==> config.mk <==
export PLATFORM = sky130hd
export DESIGN_NAME = filt_fir_tdm_sched
export DESIGN_NICKNAME = d
export VERILOG_FILES = /design/src/rtl/filt_fir_tdm_sched.sv
export SDC_FILE = /design/constraint.sdc
export NUM_CORES = 1
export LEC_CHECK = 0
export ABC_AREA = 0
export CAP_MARGIN = 10
export CORE_MARGIN = 4
export CORE_UTILIZATION = 41
export CTS_CLUSTER_DIAMETER = 80
export DETAILED_ROUTE_END_ITERATION = 10
export PLACE_DENSITY = 0.88
export SLEW_MARGIN = 25
export SYNTH_ARGS = -nofsm -noshare
export SYNTH_HDL_FRONTEND = slang
export SYNTH_SLANG_ARGS = --single-unit
==> constraint.sdc <==
create_clock -name i_clk -period 3.5 [get_ports i_clk]
set_clock_uncertainty 0.2 [all_clocks]
set_input_delay 0.525 -clock i_clk [delete_from_list [all_inputs] [get_ports i_clk]]
set_output_delay 0.525 -clock i_clk [all_outputs]
set_load 0.005 [all_outputs]
==> src/rtl/filt_fir_tdm_sched.sv <==
// Round-robin TDM scheduler: shares one channel-interleaved FIR among gp_nr_ch requesters and routes results back by tag.
// Optional statistics outputs (o_nr_of_samples, o_starve) are built when FILT_FIR_TDM_SCHED_STATS_EN is defined.
module filt_fir_tdm_sched #(
  parameter int gp_nr_ch     = 4,
  parameter int gp_inp_width = 16,
  parameter int gp_oup_width = 32,
  parameter int gp_fir_lat   = 3
) (
  input  logic                               i_clk,
  input  logic                               i_rst,
  input  logic                               i_ena,
  input  logic [gp_nr_ch-1:0]                i_req,
  input  logic [gp_nr_ch*gp_inp_width-1:0]   i_data,
  input  logic                               i_flush,
  output logic [gp_nr_ch-1:0]                o_ack,
  output logic                               o_fir_ena,
  output logic [gp_inp_width-1:0]            o_fir_data,
  output logic [$clog2(gp_nr_ch)-1:0]        o_fir_ch,
  input  logic [gp_oup_width-1:0]            i_fir_data,
  output logic                               o_valid,
  output logic [$clog2(gp_nr_ch)-1:0]        o_ch,
  output logic [gp_oup_width-1:0]            o_data,
  output logic                               o_busy
`ifdef FILT_FIR_TDM_SCHED_STATS_EN
  ,
  output logic [31:0]                        o_nr_of_samples,
  output logic [gp_nr_ch-1:0]                o_starve
`endif
);

  localparam int CW   = $clog2(gp_nr_ch);
  localparam int CNTW = $clog2(gp_fir_lat + 2);

  localparam logic [1:0] ST_IDLE  = 2'd0;
  localparam logic [1:0] ST_RUN   = 2'd1;
  localparam logic [1:0] ST_FLUSH = 2'd2;

  logic [1:0]              state;
  logic [CNTW-1:0]         flush_cnt;
  logic [CW-1:0]           ptr;
  logic [gp_inp_width-1:0] samp [gp_nr_ch];
  logic                    win_found;
  logic [CW-1:0]           win_ch;
  logic [CW-1:0]           cand;
  logic [gp_nr_ch-1:0]     win_onehot;
  logic                    grant;
  logic [gp_fir_lat-1:0]   tag_vld;
  logic [CW-1:0]           tag_ch [gp_fir_lat];

  genvar gi;
  generate
    for (gi = 0; gi < gp_nr_ch; gi++) begin : g_slice
      assign samp[gi] = i_data[gi*gp_inp_width +: gp_inp_width];
    end
  endgenerate

  // Search starts just above the last winner so a held request cannot win twice while others wait.
  always_comb begin
    win_found = 1'b0;
    win_ch    = '0;
    cand      = '0;
    for (int k = 1; k <= gp_nr_ch; k++) begin
      cand = CW'((int'(ptr) + k) % gp_nr_ch);
      if (!win_found && i_req[cand]) begin
        win_found = 1'b1;
        win_ch    = cand;
      end
    end
  end

  assign win_onehot = {{(gp_nr_ch-1){1'b0}}, 1'b1} << win_ch;
  assign grant      = i_ena && !i_flush && (state != ST_FLUSH) && win_found;

  always_ff @(posedge i_clk or posedge i_rst) begin
    if (i_rst) begin
      state      <= ST_IDLE;
      flush_cnt  <= '0;
      ptr        <= CW'(gp_nr_ch - 1);
      o_ack      <= '0;
      o_fir_ena  <= 1'b0;
      o_fir_data <= '0;
      o_fir_ch   <= '0;
    end else begin
      o_ack     <= '0;
      o_fir_ena <= grant;
      if (grant) begin
        o_ack      <= win_onehot;
        o_fir_data <= samp[win_ch];
        o_fir_ch   <= win_ch;
        ptr        <= win_ch;
      end
      if (i_flush) begin
        state     <= ST_FLUSH;
        flush_cnt <= CNTW'(gp_fir_lat + 1);
      end else begin
        case (state)
          ST_IDLE:  if (i_ena && (|i_req)) state <= ST_RUN;
          ST_RUN:   if (!(|i_req)) state <= ST_IDLE;
          ST_FLUSH: begin
            flush_cnt <= flush_cnt - CNTW'(1);
            if (flush_cnt == CNTW'(1)) state <= ST_IDLE;
          end
          default:  state <= ST_IDLE;
        endcase
      end
    end
  end

  // Tag pipeline mirrors the filter latency; the last stage marks the cycle i_fir_data is valid.
  always_ff @(posedge i_clk or posedge i_rst) begin
    if (i_rst) begin
      tag_vld <= '0;
      for (int k = 0; k < gp_fir_lat; k++) tag_ch[k] <= '0;
    end else begin
      tag_vld[0] <= o_fir_ena;
      tag_ch[0]  <= o_fir_ch;
      for (int k = 1; k < gp_fir_lat; k++) begin
        tag_vld[k] <= tag_vld[k-1];
        tag_ch[k]  <= tag_ch[k-1];
      end
    end
  end

  always_ff @(posedge i_clk or posedge i_rst) begin
    if (i_rst) begin
      o_valid <= 1'b0;
      o_ch    <= '0;
      o_data  <= '0;
    end else begin
      o_valid <= tag_vld[gp_fir_lat-1];
      if (tag_vld[gp_fir_lat-1]) begin
        o_ch   <= tag_ch[gp_fir_lat-1];
        o_data <= i_fir_data;
      end
    end
  end

  assign o_busy = (state == ST_FLUSH) | (|tag_vld);

`ifdef FILT_FIR_TDM_SCHED_STATS_EN
  localparam int SW = $clog2(2*gp_nr_ch + 1);

  always_ff @(posedge i_clk or posedge i_rst) begin
    if (i_rst) o_nr_of_samples <= '0;
    else if (tag_vld[gp_fir_lat-1]) o_nr_of_samples <= o_nr_of_samples + 32'd1;
  end

  // A channel is flagged once its request has waited more than 2*gp_nr_ch cycles unacknowledged.
  generate
    for (gi = 0; gi < gp_nr_ch; gi++) begin : g_starve
      logic [SW-1:0] wait_cnt;
      logic          flag;
      always_ff @(posedge i_clk or posedge i_rst) begin
        if (i_rst) begin
          wait_cnt <= '0;
          flag     <= 1'b0;
        end else if (i_req[gi] && !o_ack[gi]) begin
          if (wait_cnt == SW'(2*gp_nr_ch)) flag <= 1'b1;
          else wait_cnt <= wait_cnt + SW'(1);
        end else begin
          wait_cnt <= '0;
        end
      end
      assign o_starve[gi] = flag;
    end
  endgenerate
`endif

endmodule

Word-level counts from Yosys, hierarchy flattened
Index checks and enable logic that the tools add are counted.

word-level totals
  flip-flop bits (word level) = 74
  bits of input ports = 104
  output and inout port bits = 59
  logic and storage cells = 77

operators by class
  add/sub/neg operators = 5
  $lt $le $gt $ge = 5
  equality and inequality tests = 7
  shifts and indexed selects = 1
  muxes and demuxes = 27
  bitwise operators = 2
  reduce and logical (&&, ||, !) cells = 16

operator list
  cell                 number
  $bmux 16 s2          1
  $mux 16              2
  $mux 2               8
  $lt 2x3->1 const B   4
  $ne 3x3->1 const B   3
  $bmux 1 s2           4
  $mux 1               8
  $logic_and 1x1->1    7
  $mux 3               2
  $pmux 2 s3           1
  $add 2x1->2 const B  2
  $add 2x2->2 const B  2
  $logic_not 1->1      4
  $mux 4               1
  $reduce_or 4->1      1
  $shl 1x2->4 const A  1
  $eq 3x1->1 const B   1
  $ge 3x3->1 const B   1
  $not 2->3            1
  $reduce_and 3->1     1
  $reduce_or 3->1      1
  $sub 3x1->3 const B  1
  $eq 2x1->1 const B   1
  $eq 2x2->1 const B   1
  other kinds (4)      4

Longest topological paths before layout
Gate-level depths: netlist of run 1.

  word-level depth = 17
  mapped depth = 7
  depth with buffers taken out = 6

Least setup slack after synthesis of run 1
No wires, ideal clock.

  path type = input to register
  start = in i_req[2]
  end = reg o_fir_data[10]
  arrival = 1.930 ns
  slack = 1.244 ns
  stages on the path = 6
  path through = and2b_4 > a21oi_2 > o221ai_4 > buf_6 > mux2_4 > a221o_1

between the ends
  cells in the longest elaborated chain, start to end = 16

RTL lines
  what                                         RTL line  source
  from (decl)                                  12        input logic [gp_nr_ch-1:0] i_req,
  $bmux 1 s2                                   64        if (!win_found && i_req[cand]) begin
  $mux 1 (not written as such)                 64
  $mux 1                                       64
  $logic_not 1->1                              64
  $logic_and 1x1->1                            64
  $mux 1                                       64
  $logic_not 1->1                              64
  $logic_and 1x1->1                            64
  $mux 1                                       64
  $logic_not 1->1                              64
  $logic_and 1x1->1                            64
  $mux 2                                       64
  $not 2->3 (not written as such)              88        o_fir_data <= samp[win_ch];
  $bmux 16 s2                                  88
  $mux 16 (not written as such) (2 in series)  88
  to (signal assigned)                         88
  to (decl)                                    17        output logic [gp_inp_width-1:0] o_fir_data,

Several ways; a longest one is shown, not always the timed one. The select of a mux whose other input is x is not followed.
A chain may end at the register's enable or synchronous reset.

Worst setup path in the final report of run 1
  start = in i_req[1]
  end = reg o_fir_data[10]

The elaborated chain is that of the path after synthesis.

==> impl_metrics.toml, run 1 <==
[die]
fp.dieH_um = 99.2
core_area_um2 = 7890
pin_count = 163
die_area_um2 = 9840
rows = 32
start_util_pct = 43.2
fp.dieW_um = 99.2

[routing]
vias = 2682
wl_per_cell_um = 16.8
ant_nets = 0
drc = 0
vias_per_cell = 5.12
routed_wl_mm = 8.82
dr.first_iter.drc_count = 63
first_pass_iters = 4

[sta]
fin_ws_ps = 988
worstMarginPinSlew_ps = 685
rsz0062_at_grt = "false"
hold-worst-slack_ps = 153
hold_violations = 0
slew_violations = 0
slew_headroom_pct = 54.3
min_period_ps = 2510
fin_setup_tns_ps = 0
period_share_pct = 71.8
fmax_mhz = 398
finalSetupViolCount = 0

[power_and_ir_drop]
p_leak_nw = 2.23
vdd_drop_max_uv = 235
power_mw = 3.53
power.density_nw_per_um2 = 668

[clocking]
path_clk_slew_ps = 70
holdBufCountCts = 0
clkSinkCount = 74
tritoncts = "built"
cts_buffer_depth = 2
clk_latency_ps = 330
cts_buffers = 9
cts_resized = 0
cts_root_buf = "clkbuf_8"
cts_setup_buffers = 0
h-tree-depth = 3

[logic_synthesis]
ys_types = 43
yosysTopAreaCellShare_pct = 52.9
syn_inst = 255
synth_fp_nets = 361
synth.avg_cell_area_um2 = 13.4
synth.ff_latch_count = 74
syn_area_um2 = 3410
synthTopCellsByArea = "dfrtp_1 (53%), mux2_2 (14%), mux2i_1 (5.0%)"
yosys_warnings = 0
yosysTopAreaCell = "dfrtp_1"
yosysSeqAreaShare_pct = 54.4

[cells_and_area]
design_area_um2 = 5280
fill_cells = 603
diodes = 0
fin_nets = 523
fin_cells = 524
fin_util_pct = 67.0
drive_gt1_share_pct = 19.7
synthToLayoutAreaGrowth_pct = 55.0

[worst_setup_path]
cp.arrival_ps = 2520
crit_required_ps = 3510
path_max_fanout = 36
rr_startpoint = "ptr[1]$_DFFE_PP1P_"
worstSetupStartpoint = "i_req[1]"
cp_slowest_cell = "or4_4"
worstSetupEndpointType = "register"
rr_endpoint = "o_fir_data[3]$_DFFE_PP0P_"
worstRegToRegCells = 6
slowest_delay_ps = 590
reg2reg_slack_ps = 1200
cp-start-kind = "input pin"
worstSetupEndpoint = "o_fir_data[10]$_DFFE_PP0P_"
path_cells = "clkdlybuf4s50_1 > or4_4 > nand3_4 > inv_6 > nand3_1 > mux2i_1 > a221o_1"
worst-setup-path-type = "in2reg"

[placed_design]
globalplace.congestion = 0.867
dp_slack_ps = 630
dpl.hpwl_mm = 6.75
postPlaceCellArea_um2 = 5080
portBuffers = 162
dp.cells = 508

[global_route]
grt_pass1_vias = 2878
grt-ovfl-total = 0
grt_pass1_wl_mm = 14.0
grt_max_degree = 38
antenna_found_initial = 0
grtUsageTotal_pct = 17.9

[job]
maxCapViolCount = 0

[worst_hold_path]
hp-class = "reg2reg"

[status]
status = "complete, no violations"
cells in the final DEF, fill, tap and decap left out, types with 3 or more instances in the layout:
cell type,netlist,routed
a221o_1,16,16
nand3_1,32,32
mux2_2,43,43
clkdlybuf4s50_1,0,162
mux2i_1,17,17
mux2_4,7,7
nand2b_1,4,4
nand2_1,5,5
nor2_1,10,10
buf_4,0,3
clkbuf_8,1,10
clkinvlp_4,0,3
dfrtp_1,72,72
inv_1,4,3
cells in the mapped netlist, drive strengths merged:
cell / instances
a211oi: 1
a21o: 1
a21oi: 3
a221o: 16
and2: 2
and2b: 2
and3: 1
and3b: 1
buf: 12
clkbuf: 3
dfrtp: 72
dfstp: 2
ha: 2
inv: 5
mux2: 50
mux2i: 17
nand2: 5
nand2b: 4
nand3: 33
nor2: 12
nor2b: 1
nor3: 1
o211ai: 1
o21bai: 1
o221ai: 1
o31a: 1
o31ai: 1
or2: 1
or4: 2
xnor2: 1
layer usage:
layer  part of all wire (%)  global-route usage (%)
met3                    9.2                    6.52
met2                     50                    31.0
met1                     40                    20.7
met5                      0                       0
met4                    1.4                    5.25
worst min path at each step:
stage                           to  slack [ps]           startpoint  cells after the start
2_1_floorplan  tag_ch[0]$_DFF_PP0_         130  tag_ch[2]$_DFF_PP0_                      0
3_3_place_gp   tag_ch[1]$_DFF_PP0_         130  tag_ch[3]$_DFF_PP0_                      0
3_5_place_dp   tag_ch[0]$_DFF_PP0_         140  tag_ch[2]$_DFF_PP0_                      0
4_1_cts        tag_ch[0]$_DFF_PP0_         160  tag_ch[2]$_DFF_PP0_                      0
5_1_grt        tag_ch[1]$_DFF_PP0_         170  tag_ch[3]$_DFF_PP0_                      0
6_report       tag_ch[0]$_DFF_PP0_         150  tag_ch[2]$_DFF_PP0_                      0
kinds of logic after synthesis:
kind of cell    share of synthesized area (%)
compound gates                           7.78
xor+xnor                                0.257
fa+ha+maj                               0.734
buf+inv                                  4.11
flops                                    54.4
mux                                      22.3
simple gates                             10.4
critical path, delay by kind of cell:
kind / cells / cell delay (ps)
AO/OA/AOI/OAI: 1 / 270
buffers and inverters: 2 / 660
multiplexers: 1 / 90
AND/OR/NAND/NOR: 3 / 970
sequential cells by signal (all words and copies together) (netlist names):
signal	cells
flush_cnt	3
o_fir_ch	2
o_ch	2
tag_vld	3
o_fir_data	16
o_valid	1
o_ack	4
o_data	32
o_fir_ena	1
state	2
ptr	2
tag_ch	6
where the power goes:
part           switching, mW  internal, mW  total [mW]
sequential             0.194          1.21        1.40
combinational          0.501         0.971        1.47
clock                  0.305         0.350       0.655
cell type report:
cell class	count	area, um2	area share [%]
inverter	5	25.0	0.474
clock inverter	4	52.6	0.995
sequential	74	1850	35.1
multi-input combinational	161	1410	26.8
tap	102	128	2.42
clock buffer	12	145	2.75
timing repair buffer	166	1660	31.5
Power figures use the tool's default switching activity.
==> run 2: changes to the inputs <==
CORE_UTILIZATION = 37   (was 41)
PLACE_DENSITY = 0.84   (was 0.88)
clock period = 2.2 ns   (was 3.5 ns; I/O delays follow)
==> run 2 against run 1 <==
  * The run now ends with negative setup slack left
  * Critical endpoint is now o_fir_data[7]$_DFFE_PP0P_
  * Critical path type is now reg2reg
  * Non-clock buffer count increased by 15
  * Utilization decreased by 4.6 points
  * Worst setup slack got worse by 1000 ps
==> impl_metrics.toml, run 2 (synthesized netlist as in run 1, its figures left out) <==
[worst_setup_path]
path_max_fanout = 10
worstSetupStartpoint = "ptr[1]$_DFFE_PP1P_"
rr_startpoint = "ptr[1]$_DFFE_PP1P_"
slowest_delay_ps = 610
reg2reg_slack_ps = -40
critPathTopFamily = "flip-flops"
crit_buf_inv = 1
cp_slowest_cell = "dfstp_2"
path_cells = "nand2b_4 > a21oi_2 > o221ai_4 > buf_4 > mux2_4 > a221o_1"
worstRegToRegCells = 6
worstSetupEndpointType = "register"
cp-start-kind = "register"
worst-setup-path-type = "reg2reg"
cp.arrival_ps = 2250
cp.depth = 6
rr_endpoint = "o_fir_data[7]$_DFFE_PP0P_"
crit_required_ps = 2210
worstSetupEndpoint = "o_fir_data[7]$_DFFE_PP0P_"

[die]
fp.dieH_um = 104
pin_count = 163
core_area_um2 = 8850
fp.dieW_um = 104
die_area_um2 = 10800
rows = 34
start_util_pct = 38.5

[clocking]
cts_buffers = 9
cts_root_buf = "clkbuf_8"
clk_latency_ps = 330
path_clk_slew_ps = 80
tritoncts = "built"
cts_setup_buffers = 0
h-tree-depth = 3
cts_buffer_depth = 2
clkSinkCount = 74
holdBufCountCts = 0

[cells_and_area]
multi_input_area_um2 = 1460
fill_cells = 713
synthToLayoutAreaGrowth_pct = 61.9
fin_util_pct = 62.4
fin_nets = 538
diodes = 0
reg.largest.list = "o_data (32), o_fir_data (16), tag_ch (6)"
final_cell_mix = "clkdlybuf4s50_1 (161), dfrtp_1 (72), mux2_2 (34), nand3_1 (32)"
layout_commonest_cell = "clkdlybuf4s50_1"
largest_reg_flops = 32
drive_gt1_share_pct = 23.1
regMostFlops = "o_data"
regArea_um2 = 1850

[sta]
fin_ws_ps = -39.8
slew_violations = 0
hold-worst-slack_ps = 153
period_share_pct = 102
slew_headroom_pct = 71.6
finalSetupViolCount = 14
rsz0062_at_grt = "true"
fmax_mhz = 446
hold_violations = 0
worstMarginPinSlew_ps = 427
min_period_ps = 2240

[power_and_ir_drop]
p_clk_share_pct = 19.8
power.density_nw_per_um2 = 1080
comb_power_share_pct = 42.4
p_leak_nw = 2.38
p_int_mw = 4.31
switching_share_pct = 27.4
p_switching_mw = 1.63
vdd_drop_max_uv = 483
share_seq_of_total_power_pct = 37.8

[placed_design]
dpl.hpwl_mm = 6.99
globalplace.congestion = 0.834
portBuffers = 162

[routing]
vias = 2740
drc = 0
ant_nets = 0
first_pass_iters = 4
wl_per_cell_um = 16.4
vias_per_cell = 5.03
dr.first_iter.drc_count = 69
routed_wl_mm = 8.96

[global_route]
grtUsageTotal_pct = 16.1
grt_pass1_wl_mm = 14.3
antenna_found_initial = 0
grt_pass1_vias = 2923
grt_max_degree = 75
grt-ovfl-total = 0

[worst_hold_path]
hp-class = "reg2reg"

[status]
violations = "negative setup slack"
status = "finished with violations"

[job]
maxCapViolCount = 0
## run 2: cell types whose count changed in the layout (fill, tap and decap cells not counted), moves of 2 or more
cell	delta
mux2_2	-9
clkinvlp_4	-2
buf_4	+12
mux2_4	+9
buf_12	+3
## run 2: power by group through the flow
stage	registers, mW	clock network (mW)	logic [mW]
global route	2.31	1.26	2.69
finish	2.25	1.18	2.52
CTS	2.25	1.21	2.51
detailed placement	2.27	0	2.51
floorplan	2.25	0	1.07
global placement	2.22	0	2.43
## run 2: cell type report
| type | count | share of cell area (%) |
|---|---|---|
| multi-input cells | 161 | 26.4 |
| repair buffers | 181 | 32.9 |
| flip-flops and latches | 74 | 33.6 |
| clock inverters | 4 | 1.34 |
| well taps | 108 | 2.45 |
| clock buffers | 12 | 2.81 |
| inverters | 5 | 0.499 |
## run 2: metal layers
metal / routed length, um / up-vias / global-route usage (%)
li1: - / 1286 / -
met1: 3740 / 1324 / 18.7
met2: 4390 / 120 / 27.9
met3: 704 / 10 / 5.59
met4: 115 / 0 / 4.94
met5: 0 / - / 0
## run 2: repair_timing
item / in CTS / in global routing
resized for setup: 1 / 11
endpoints found under the setup margin: 15 / 16
hold endpoints to repair: 0 / 0
## run 2: stage by stage
step | total power, mW | TNS, ps | setup WS, ps | cells | cell area [um2]
2_1_floorplan | 3.32 | 0 | 4.79 | 255 | 3410
3_3_place_gp | 4.65 | -4610 | -273 | 529 | 5250
3_5_place_dp | 4.78 | -5850 | -352 | 529 | 5250
4_1_cts | 5.97 | -235 | -33.1 | 545 | 5470
5_1_grt | 6.26 | -1000 | -92.2 | 545 | 5520
6_report | 5.94 | -305 | -39.8 | 545 | 5520
## run 2: worst min path at each step
stage                              from                  end  slack (ps)  cells past startpoint
finish              tag_ch[3]$_DFF_PP0_  tag_ch[1]$_DFF_PP0_         150                      0
global route        tag_ch[2]$_DFF_PP0_  tag_ch[0]$_DFF_PP0_         160                      0
CTS                 tag_ch[2]$_DFF_PP0_  tag_ch[0]$_DFF_PP0_         150                      0
detailed placement  tag_ch[2]$_DFF_PP0_  tag_ch[0]$_DFF_PP0_         140                      0
global placement    tag_ch[4]$_DFF_PP0_  tag_ch[2]$_DFF_PP0_         130                      0
floorplan           tag_ch[2]$_DFF_PP0_  tag_ch[0]$_DFF_PP0_         130                      0
## run 2: worst register-to-register path: cells and delay by family (launching register included)
kind	cells	cell delay, ps
compound gates	3	600
flops	1	610
buf+inv	1	240
simple gates	1	150
mux	1	320
==> run 3: changes to the inputs <==
RECOVER_POWER = 25   (was default)
==> run 3 against run 2 <==
  * The run still ends with negative setup slack left
  * Critical path depth stayed put
  * Count of clock-buffer cells in the layout unchanged
  * Fmax stayed put
  * Sequential power is essentially flat
  * Wire length hardly changed
  * Combinational power is essentially flat
  * Total power about the same
  * Hold slack barely moved
  * Utilization shrank 0.14 points
  * Cell area is 0.23% lower
  * Worst setup slack hardly changed
  * Critical path type unchanged
==> impl_metrics.toml, run 3 (synthesized netlist as in run 1, its figures left out) <==
[status]
status = "finished with violations"
violations = "negative setup slack"

[job]
maxCapViolCount = 0

[clocking]
path_clk_slew_ps = 80
tritoncts = "built"
cts_root_buf = "clkbuf_8"
cts_buffer_depth = 2
clk_latency_ps = 330
clkSinkCount = 74
h-tree-depth = 3
holdBufCountCts = 0
cts_buffers = 9

[placed_design]
globalplace.congestion = 0.834
dpl.hpwl_mm = 6.99
postPlaceCellArea_um2 = 5250
portBuffers = 162

[worst_setup_path]
cp-start-kind = "register"
worstSetupEndpointType = "register"
path_max_fanout = 10
crit_required_ps = 2210
cp.arrival_ps = 2250
worst-setup-path-type = "reg2reg"

[cells_and_area]
fin_util_pct = 62.2
design_area_um2 = 5510
final_cell_mix = "clkdlybuf4s50_1 (160), dfrtp_1 (72), mux2_2 (34), nand3_1 (32)"
drive_gt1_share_pct = 23.1
largest_reg_flops = 32
layout_commonest_cell = "clkdlybuf4s50_1"
regMostFlops = "o_data"
synthToLayoutAreaGrowth_pct = 61.5
reg.largest.list = "o_data (32), o_fir_data (16), tag_ch (6)"
diodes = 0
fin_nets = 538

[sta]
hold_violations = 0
fin_ws_ps = -39.8
rsz0062_at_grt = "true"
finalSetupViolCount = 14
min_period_ps = 2240
fmax_mhz = 446
fin_setup_tns_ps = -305
period_share_pct = 102
slew_violations = 0
worstMarginPinSlew_ps = 964
slew_headroom_pct = 35.7

[power_and_ir_drop]
vdd_drop_max_uv = 483
p_int_mw = 4.31
comb_power_share_pct = 42.4
share_seq_of_total_power_pct = 37.8
p_leak_nw = 2.38
power.density_nw_per_um2 = 1080
p_switching_mw = 1.63
switching_share_pct = 27.4
power_mw = 5.94
p_clk_share_pct = 19.8

[die]
fp.dieW_um = 104
start_util_pct = 38.5
pin_count = 163
core_area_um2 = 8850
fp.dieH_um = 104
rows = 34
die_area_um2 = 10800

[routing]
routed_wl_mm = 8.96
ant_nets = 0
first_pass_iters = 4
wl_per_cell_um = 16.4
dr.first_iter.drc_count = 69
vias = 2744
drc = 0
vias_per_cell = 5.03

[global_route]
grtUsageTotal_pct = 16.1
antenna_found_initial = 0
grt_max_degree = 75
grt-ovfl-total = 0
grt_pass1_wl_mm = 14.3
grt_pass1_vias = 2923

[worst_hold_path]
hp-class = "reg2reg"
[run 3: cell types whose count changed in the layout (fill, tap and decap cells not counted), sizes merged]
| cell | delta |
|---|---|
| buf | -1 |
| clkbuf | +1 |
| clkdlybuf4s50 | -1 |
| dlygate4sd3 | +1 |
[run 3: critical path, stage by stage, from the launching register on]
cell and delay, ps:
dfstp_2 610, nand2b_4 150, a21oi_2 70, o221ai_4 220, buf_4 240, mux2_4 320
a221o_1 310
[run 3: power groups by stage]
stage	sequential [mW]	clock (mW)	combinational, mW
6_report	2.25	1.18	2.52
5_1_grt	2.31	1.26	2.69
4_1_cts	2.25	1.21	2.51
3_5_place_dp	2.27	0	2.51
3_3_place_gp	2.22	0	2.43
2_1_floorplan	2.25	0	1.07
[run 3: timing repair]
| item | CTS | global route |
|---|---|---|
| resized for setup | 1 | 11 |
| endpoints found under the setup margin | 15 | 16 |
| endpoints found under the hold margin | 0 | 0 |
| pin swaps | 0 | 0 |
| setup buffers | 0 | 0 |
[run 3: metal layers]
layer | wire length [um] | global-route usage (%) | vias up | share of wire, %
met5 | 0 | 0 | - | 0
met4 | 115 | 4.94 | 0 | 1.3
met3 | 703 | 5.59 | 10 | 7.8
met2 | 4390 | 27.9 | 120 | 49
met1 | 3740 | 18.7 | 1328 | 42
li1 | - | - | 1286 | -
[run 3: final cells by class]
class	instances	area, um2
Fill cell	715	3340
Sequential cell	74	1850
Timing Repair Buffer	181	1800
Multi-Input combinational cell	161	1460
Clock buffer	12	155
Tap cell	108	135
Clock inverter	4	73.8
Inverter	5	27.5
[run 3: final timing paths]
check | from | end | slack [ps] | depth (start not counted)
worst max-delay path | ptr[1]$_DFFE_PP1P_ | o_fir_data[7]$_DFFE_PP0P_ | -40 | 6
worst min-delay path | tag_ch[3]$_DFF_PP0_ | tag_ch[1]$_DFF_PP0_ | 150 | 0
worst max register to register | ptr[1]$_DFFE_PP1P_ | o_fir_data[7]$_DFFE_PP0P_ | -40 | 6
worst min register to register | tag_ch[3]$_DFF_PP0_ | tag_ch[1]$_DFF_PP0_ | 150 | 0
max in group asynchronous | i_rst | o_fir_data[7]$_DFFE_PP0P_ | 550 | 3
min in group asynchronous | i_rst | o_fir_data[14]$_DFFE_PP0P_ | 630 | 3
[run 3: through the flow]
stage	hold WS, ps	std cells	setup slack (ps)
finish	153	545	-39.8
global route	159	545	-92.2
CTS	155	545	-33.1
detailed placement	136	529	-352
global placement	132	529	-273
floorplan	131	255	4.79
